===== config.mk =====
export PLATFORM = sky130hd
export DESIGN_NAME = m_pair_bus_sequencer
export DESIGN_NICKNAME = d
export VERILOG_FILES = /design/src/rtl/m_pair_bus_sequencer.sv
export SDC_FILE = /design/constraint.sdc
export NUM_CORES = 1
export LEC_CHECK = 0
export CORE_ASPECT_RATIO = 1.2
export CORE_MARGIN = 4
export CORE_UTILIZATION = 25
export DETAILED_ROUTE_END_ITERATION = 10
export PLACE_DENSITY_LB_ADDON = 0.25
export SLEW_MARGIN = 15
export SYNTH_ARGS = -nofsm -noshare
export SYNTH_HDL_FRONTEND = slang
export SYNTH_SLANG_ARGS = --single-unit

===== constraint.sdc =====
create_clock -name clk -period 2.1 [get_ports clk]
set_clock_uncertainty 0.1 [all_clocks]
set_input_delay 0.21 -clock clk [delete_from_list [all_inputs] [get_ports clk]]
set_output_delay 0.21 -clock clk [all_outputs]
set_load 0.01 [all_outputs]

===== src/rtl/m_pair_bus_sequencer.sv =====
// m_pair_bus_sequencer: times M1/M2 load and select strobes and fetches one memory byte at M1:M2.
module m_pair_bus_sequencer #(
  parameter int HOLD = 2,
  parameter int AW = 16,
  parameter int DW = 8
) (
  input  logic          clk,
  input  logic          rst_n,
  input  logic          req,
  input  logic [1:0]    op,
  output logic          busy,
  output logic          done,
  output logic          err,
  output logic          ld_m1,
  output logic          ld_m2,
  output logic          sel_m,
  input  logic [AW-1:0] addr_bus,
  output logic          mem_rd,
  input  logic [DW-1:0] mem_data,
  output logic [AW-1:0] addr_q,
  output logic [DW-1:0] rd_data
);
  localparam int CW = $clog2(HOLD + 1);
  typedef enum logic [2:0] {IDLE, LOAD, SEL, READ, DONE, ERR} state_t;
  state_t state, state_d;
  logic [CW-1:0] cnt, cnt_d;
  logic [1:0] op_q;
  logic last;
  assign last = cnt == CW'(HOLD - 1);
  always_ff @(posedge clk or negedge rst_n)
    if (!rst_n) begin
      state   <= IDLE;
      cnt     <= '0;
      op_q    <= '0;
      addr_q  <= '0;
      rd_data <= '0;
    end else begin
      state <= state_d;
      cnt   <= cnt_d;
      if (state == IDLE && req) op_q <= op;
      if (state == SEL && last) addr_q <= addr_bus;
      if (state == READ && last) rd_data <= mem_data;
    end
  always_comb begin
    state_d = state == IDLE ? (!req ? IDLE : op == 2'b11 ? ERR : op[1] ? SEL : LOAD)
            : state == LOAD ? (last ? DONE : LOAD)
            : state == SEL  ? (last ? READ : SEL)
            : state == READ ? (last ? DONE : READ)
            : IDLE;
    cnt_d = (state == LOAD || state == SEL || state == READ) && !last ? cnt + CW'(1) : '0;
  end
  // Strobes come from registered state only, so req/op never reach them combinationally.
  always_comb begin
    busy   = state != IDLE;
    done   = state == DONE;
    err    = state == ERR;
    ld_m1  = state == LOAD && op_q == 2'b00;
    ld_m2  = state == LOAD && op_q == 2'b01;
    sel_m  = state == SEL || state == READ;
    mem_rd = state == READ;
  end
endmodule


Word level (Yosys, flattened, before mapping)
Cells that the tools add are included.
- register bits: 31
- output and inout port bits: 31
- input port bits: 29
- logic and storage cells: 38
- add/subtract/negate cells: 1
- mux-type cells: 11
- reductions and logical operators: 13
- eq/ne operators: 8
- operator list (operator ; number):
    $mux W3 ; 8
    $eq A3 B2 Y1 const B ; 2
    $eq A3 B3 Y1 const B ; 2
    $logic_and A1 B1 Y1 ; 6
    $eq A2 B1 Y1 const B ; 2
    $mux W2 ; 2
    $eq A3 B1 Y1 const B ; 1
    $logic_not A3 Y1 ; 1
    $logic_or A1 B1 Y1 ; 3
    $reduce_bool A3 Y1 ; 1
    $add A2 B1 Y2 const B ; 1
    $eq A2 B2 Y1 const B ; 1
    $logic_not A2 Y1 ; 1
    $logic_not A1 Y1 ; 1
    $mux W1 ; 1

Logic depth before layout (Yosys ltp)
Gate-level depths: netlist of the first run.
- depth in word-level cells: 6
- depth in mapped cells: 7
- gate-level depth less buffers: 5

Worst setup path before layout of the first run
No wires, ideal clock.
- path kind: register to register
- start: register cnt[1]
- end: register addr_q[0]
- arrival time: 1.466 ns
- cell stages (with the launch flop): 8
- data required time: 1.875 ns
- path slack: 0.409 ns
- path buffers: 2
- path through: dfrtp_1 > inv_1 > ha_1 > buf_4 > nand2_2 > nor3_4 > buf_12 > mux2_4
- longest elaborated chain between the ends: 2
- RTL lines (element ; line ; text):
    start, declared ; 26 ; logic [CW-1:0] cnt, cnt_d;
    start signal, assigned ; 39 ; cnt <= cnt_d;
    $eq A2 B1 Y1 ; 29 ; assign last = cnt == CW'(HOLD - 1);
    $logic_and A1 B1 Y1 ; 41 ; if (state == SEL && last) addr_q <= addr_bus;
    end signal, assigned ; 41 ;
    end, declared ; 20 ; output logic [AW-1:0] addr_q,
No other way between the ends.
A chain may end at the register's enable or synchronous reset.

Worst setup path after layout of the first run
- start: register state[1]
- end: output port ld_m1
- longest elaborated chain between the ends: 2
- RTL lines (element ; line ; text):
    start, declared ; 25 ; state_t state, state_d;
    start signal, assigned ; 38 ; state <= state_d;
    $eq A3 B1 Y1 ; 57 ; ld_m1 = state == LOAD && op_q == 2'b00;
    $logic_and A1 B1 Y1 ; 57 ;
    end, declared ; 14 ; output logic ld_m1,
No other way between the ends.

==> out/qor.txt, run 1 <==
========================================================================================
Number of violations reported at the end of detailed-routing iteration 0              35
Fraction of the yosys area taken by sequential cells                               57.3%
Post-synthesis to final-layout area growth                                         56.1%
Boundary Pins                                                                         60
Initial Util                                                                       25.7%
Synthesized net count                                                                120
Global-route congestion overflow total                                                 0
Setup TNS                                                                           0 ps
Synth top area share                                                               57.3%
Static power due to leakage                                                     0.896 nW
Final routed wirelength across all metal layers                                  3.16 mm
Total routing usage reported by global routing                                     9.91%
Final setup slack of the worst path                                               107 ps
CTS sink count                                                                        31
Count of flip-flops with a built-in enable after synthesis                             0
Pre-CTS setup slack                                                               305 ps
Number of fillers in the final layout                                                484
Clock Tree Buf Depth                                                                   2
Vias in the first global route                                                      1062
CTS H-Tree Depth                                                                       2
Total placed instance area                                                      2020 um2
WL per Instance                                                                  14.6 um
Netlist cell types                                                                    28
Wire length of the first global-routing pass                                     4.91 mm
Type of the setup path with the least slack                                      reg2out
Largest driver fanout on the critical path                                            12
Arrival time of data at the critical path endpoint                               1680 ps
Classification of the worst-slack hold path                                     in2async
Slew at the pin closest to its max-slew limit                                     408 ps
Number of antenna-violating nets in the routed design                                  0
Clock slew at reported path FFs                                                    60 ps
Core region area                                                                5260 um2
Overall die width                                                                75.2 um
Netlist area before placement                                                   1350 um2
Final worst path period need                                                     1990 ps
Max Cap Viol                                                                           0
Pwr/cell area                                                                1420 nW/um2
Number of endpoints failing setup at the final stage                                   0
Pin count of the biggest net entering global routing                                  32
Crit share post-route                                                              94.9%
Number of antenna cells inserted                                                       0
Initial antenna violation count                                                        0
Share of flip-flops with an asynchronous set or reset after synthesis               100%
Number of search-and-repair iterations in the first detailed-routing pass              4
Detailed-route DRC error count                                                         0
Die Height                                                                       88.6 um
Vias                                                                                 950
CTS Root Buffer Type                                                        sky130_fd_sc_hd__clkbuf_8
Critical path endpoint category                                              output port
Clock latency on the worst-skew pair                                              270 ps
Number of buffers created by CTS                                                       5
FMAX                                                                             502 MHz
Setup repair after global routing missed its margin                                   no
Worst endpoint required time                                                     1790 ps
Detailed-placement wirelength estimate                                           2.36 mm
Number of warnings printed during yosys synthesis                                      0
Status                                                                      finished clean
Placer Congestion                                                                  0.782
Area of the die                                                                 6660 um2
Number of endpoints with negative hold slack in the final report                       0
Top-count cell post-synth                                                   sky130_fd_sc_hd__dfrtp_1
Share of cells above drive strength 1                                              27.1%
Ys flop type                                                                sky130_fd_sc_hd__dfrtp_1
Design area                                                                     2110 um2
Number of cell rows                                                                   29
Cells after Synth                                                                     90
Maximum resistive drop on vdd                                                   0.507 mV
Number of register bits inferred by synthesis                                         31
Register Area                                                                    777 um2
Type of origin of the critical path                                            flip-flop
IO buf count                                                                          59
Layout Nets                                                                          185
Area of combinational cells with multiple inputs                                 528 um2
Clock tree from TritonCTS                                                           done
Library cell occupying the most area in the post-synthesis netlist          sky130_fd_sc_hd__dfrtp_1
Number of slew-limit violations in the final report                                    0
Mapped Avg Cell Area                                                            15.0 um2
Top post-synthesis cells by area                                            sky130_fd_sc_hd__dfrtp_1 (57%), sky130_fd_sc_hd__mux2_2 (12%), sky130_fd_sc_hd__mux2_4 (11%)
Vias per Instance                                                                   4.38
Top cells by count, synth                                                   sky130_fd_sc_hd__dfrtp_1 (31), sky130_fd_sc_hd__mux2_2 (15), sky130_fd_sc_hd__mux2_4 (10)
Max_slew headroom                                                                  72.8%
========================================================================================
-- cell families (layout without fill, tap and decap cells) --
family,count (synthesis),count (layout),synth area share [%]
AOI/OAI and AO/OA,5,5,2.50
adders and majority gates,1,1,0.924
buffers and inverters,7,72,3.70
DFF,31,31,57.3
muxes,25,25,23.6
and+or+nand+nor,21,21,12.0
-- worst paths after layout --
kind,slack [ps],depth (start not counted),endpoint,from
max,110,2,ld_m1,state[1]$_DFF_PN0_
min,230,2,rd_data[1]$_DFFE_PN0P_,rst_n
max reg2reg,330,6,addr_q[8]$_DFFE_PN0P_,cnt[1]$_DFF_PN0_
min reg2reg,360,1,cnt[0]$_DFF_PN0_,cnt[0]$_DFF_PN0_
max in group asynchronous,1350,2,state[1]$_DFF_PN0_,rst_n
min in group clk,360,1,cnt[0]$_DFF_PN0_,cnt[0]$_DFF_PN0_
-- layout by cell type (no fill, tap or decap) --
master / netlist / final
sky130_fd_sc_hd__nor4_1: 3 / 3
sky130_fd_sc_hd__clkdlybuf4s50_1: 0 / 58
sky130_fd_sc_hd__o21ai_0: 2 / 2
sky130_fd_sc_hd__inv_1: 2 / 2
sky130_fd_sc_hd__nor3_4: 1 / 1
sky130_fd_sc_hd__dfrtp_2: 0 / 1
sky130_fd_sc_hd__nand2_1: 3 / 3
sky130_fd_sc_hd__buf_4: 1 / 3
sky130_fd_sc_hd__mux2_4: 10 / 10
sky130_fd_sc_hd__mux2_2: 15 / 15
sky130_fd_sc_hd__and2_1: 1 / 1
sky130_fd_sc_hd__dlymetal6s2s_1: 0 / 1
sky130_fd_sc_hd__and3b_1: 1 / 1
sky130_fd_sc_hd__nor4b_1: 1 / 1
sky130_fd_sc_hd__ha_1: 1 / 1
sky130_fd_sc_hd__nor2b_2: 1 / 1
sky130_fd_sc_hd__dfrtp_1: 31 / 30
sky130_fd_sc_hd__buf_12: 1 / 1
sky130_fd_sc_hd__nor2b_1: 1 / 1
sky130_fd_sc_hd__a221oi_1: 1 / 1
sky130_fd_sc_hd__nand3_2: 1 / 1
sky130_fd_sc_hd__clkinv_2: 0 / 1
sky130_fd_sc_hd__nor2_1: 1 / 1
sky130_fd_sc_hd__nand3b_1: 1 / 1
sky130_fd_sc_hd__nor4b_4: 1 / 1
sky130_fd_sc_hd__or3_1: 1 / 1
sky130_fd_sc_hd__nor3b_1: 1 / 1
sky130_fd_sc_hd__a21oi_1: 1 / 1
sky130_fd_sc_hd__nand2_2: 1 / 1
sky130_fd_sc_hd__clkbuf_8: 0 / 6
sky130_fd_sc_hd__a32o_1: 1 / 1
sky130_fd_sc_hd__nand2b_1: 2 / 2
-- metrics by stage --
step | power [mW] | instances | util (%) | hold slack [ps]
global placement | 2.52 | 210 | 38.4 | 332
finish | 3.00 | 217 | 40.2 | 235
floorplan | 1.79 | 90 | - | -186
CTS | 3.05 | 217 | 40.1 | 243
detailed placement | 2.56 | 210 | 38.4 | 357
global route | 3.19 | 217 | 40.2 | 269
-- cell type report --
cell class	count	area share [%]
clock buffers	6	3.91
repair buffers	63	30.1
well taps	62	3.67
multi-input cells	52	25.0
flip-flops and latches	31	36.8
clock inverters	1	0.237
inverters	2	0.355
-- sequential cells by signal (all words and copies together) (netlist names) --
name	count
addr_q	16
rd_data	8
state	3
cnt	2
op_q	2
-- where the power goes --
group          internal [mW]  switching [mW]
clock                  0.257           0.207
combinational          0.914           0.535
sequential             0.891           0.193
-- routing by layer --
metal,track usage [%],up-vias,wire length [um]
met5,0,-,0
met4,4.77,0,36
li1,-,451,-
met1,10.5,473,1190
met2,17.8,24,1790
met3,2.73,2,144
-- what timing repair did --
item,CTS,global route
setup buffers,0,0
gates resized for setup,0,2
endpoints found under the hold margin,0,0
hold buffers,0,0
endpoints found under the setup margin,0,2
-- worst max-delay path: stages (launching register included) --
cell and delay, ps:
sky130_fd_sc_hd__dfrtp_2 490, sky130_fd_sc_hd__nor4_1 330, sky130_fd_sc_hd__clkdlybuf4s50_1 600
(Power assumes the default switching activity.)
==> run 2, diff against run 1 <==
--- a/config.mk
+++ b/config.mk
@@ -10,6 +10,7 @@
 export CORE_UTILIZATION = 25
 export DETAILED_ROUTE_END_ITERATION = 10
 export PLACE_DENSITY_LB_ADDON = 0.25
+export SKIP_CTS_REPAIR_TIMING = 1
 export SLEW_MARGIN = 15
 export SYNTH_ARGS = -nofsm -noshare
 export SYNTH_HDL_FRONTEND = slang
==> results of run 2 <==
Final layout, timing and power as in run 1 (identical DEF).
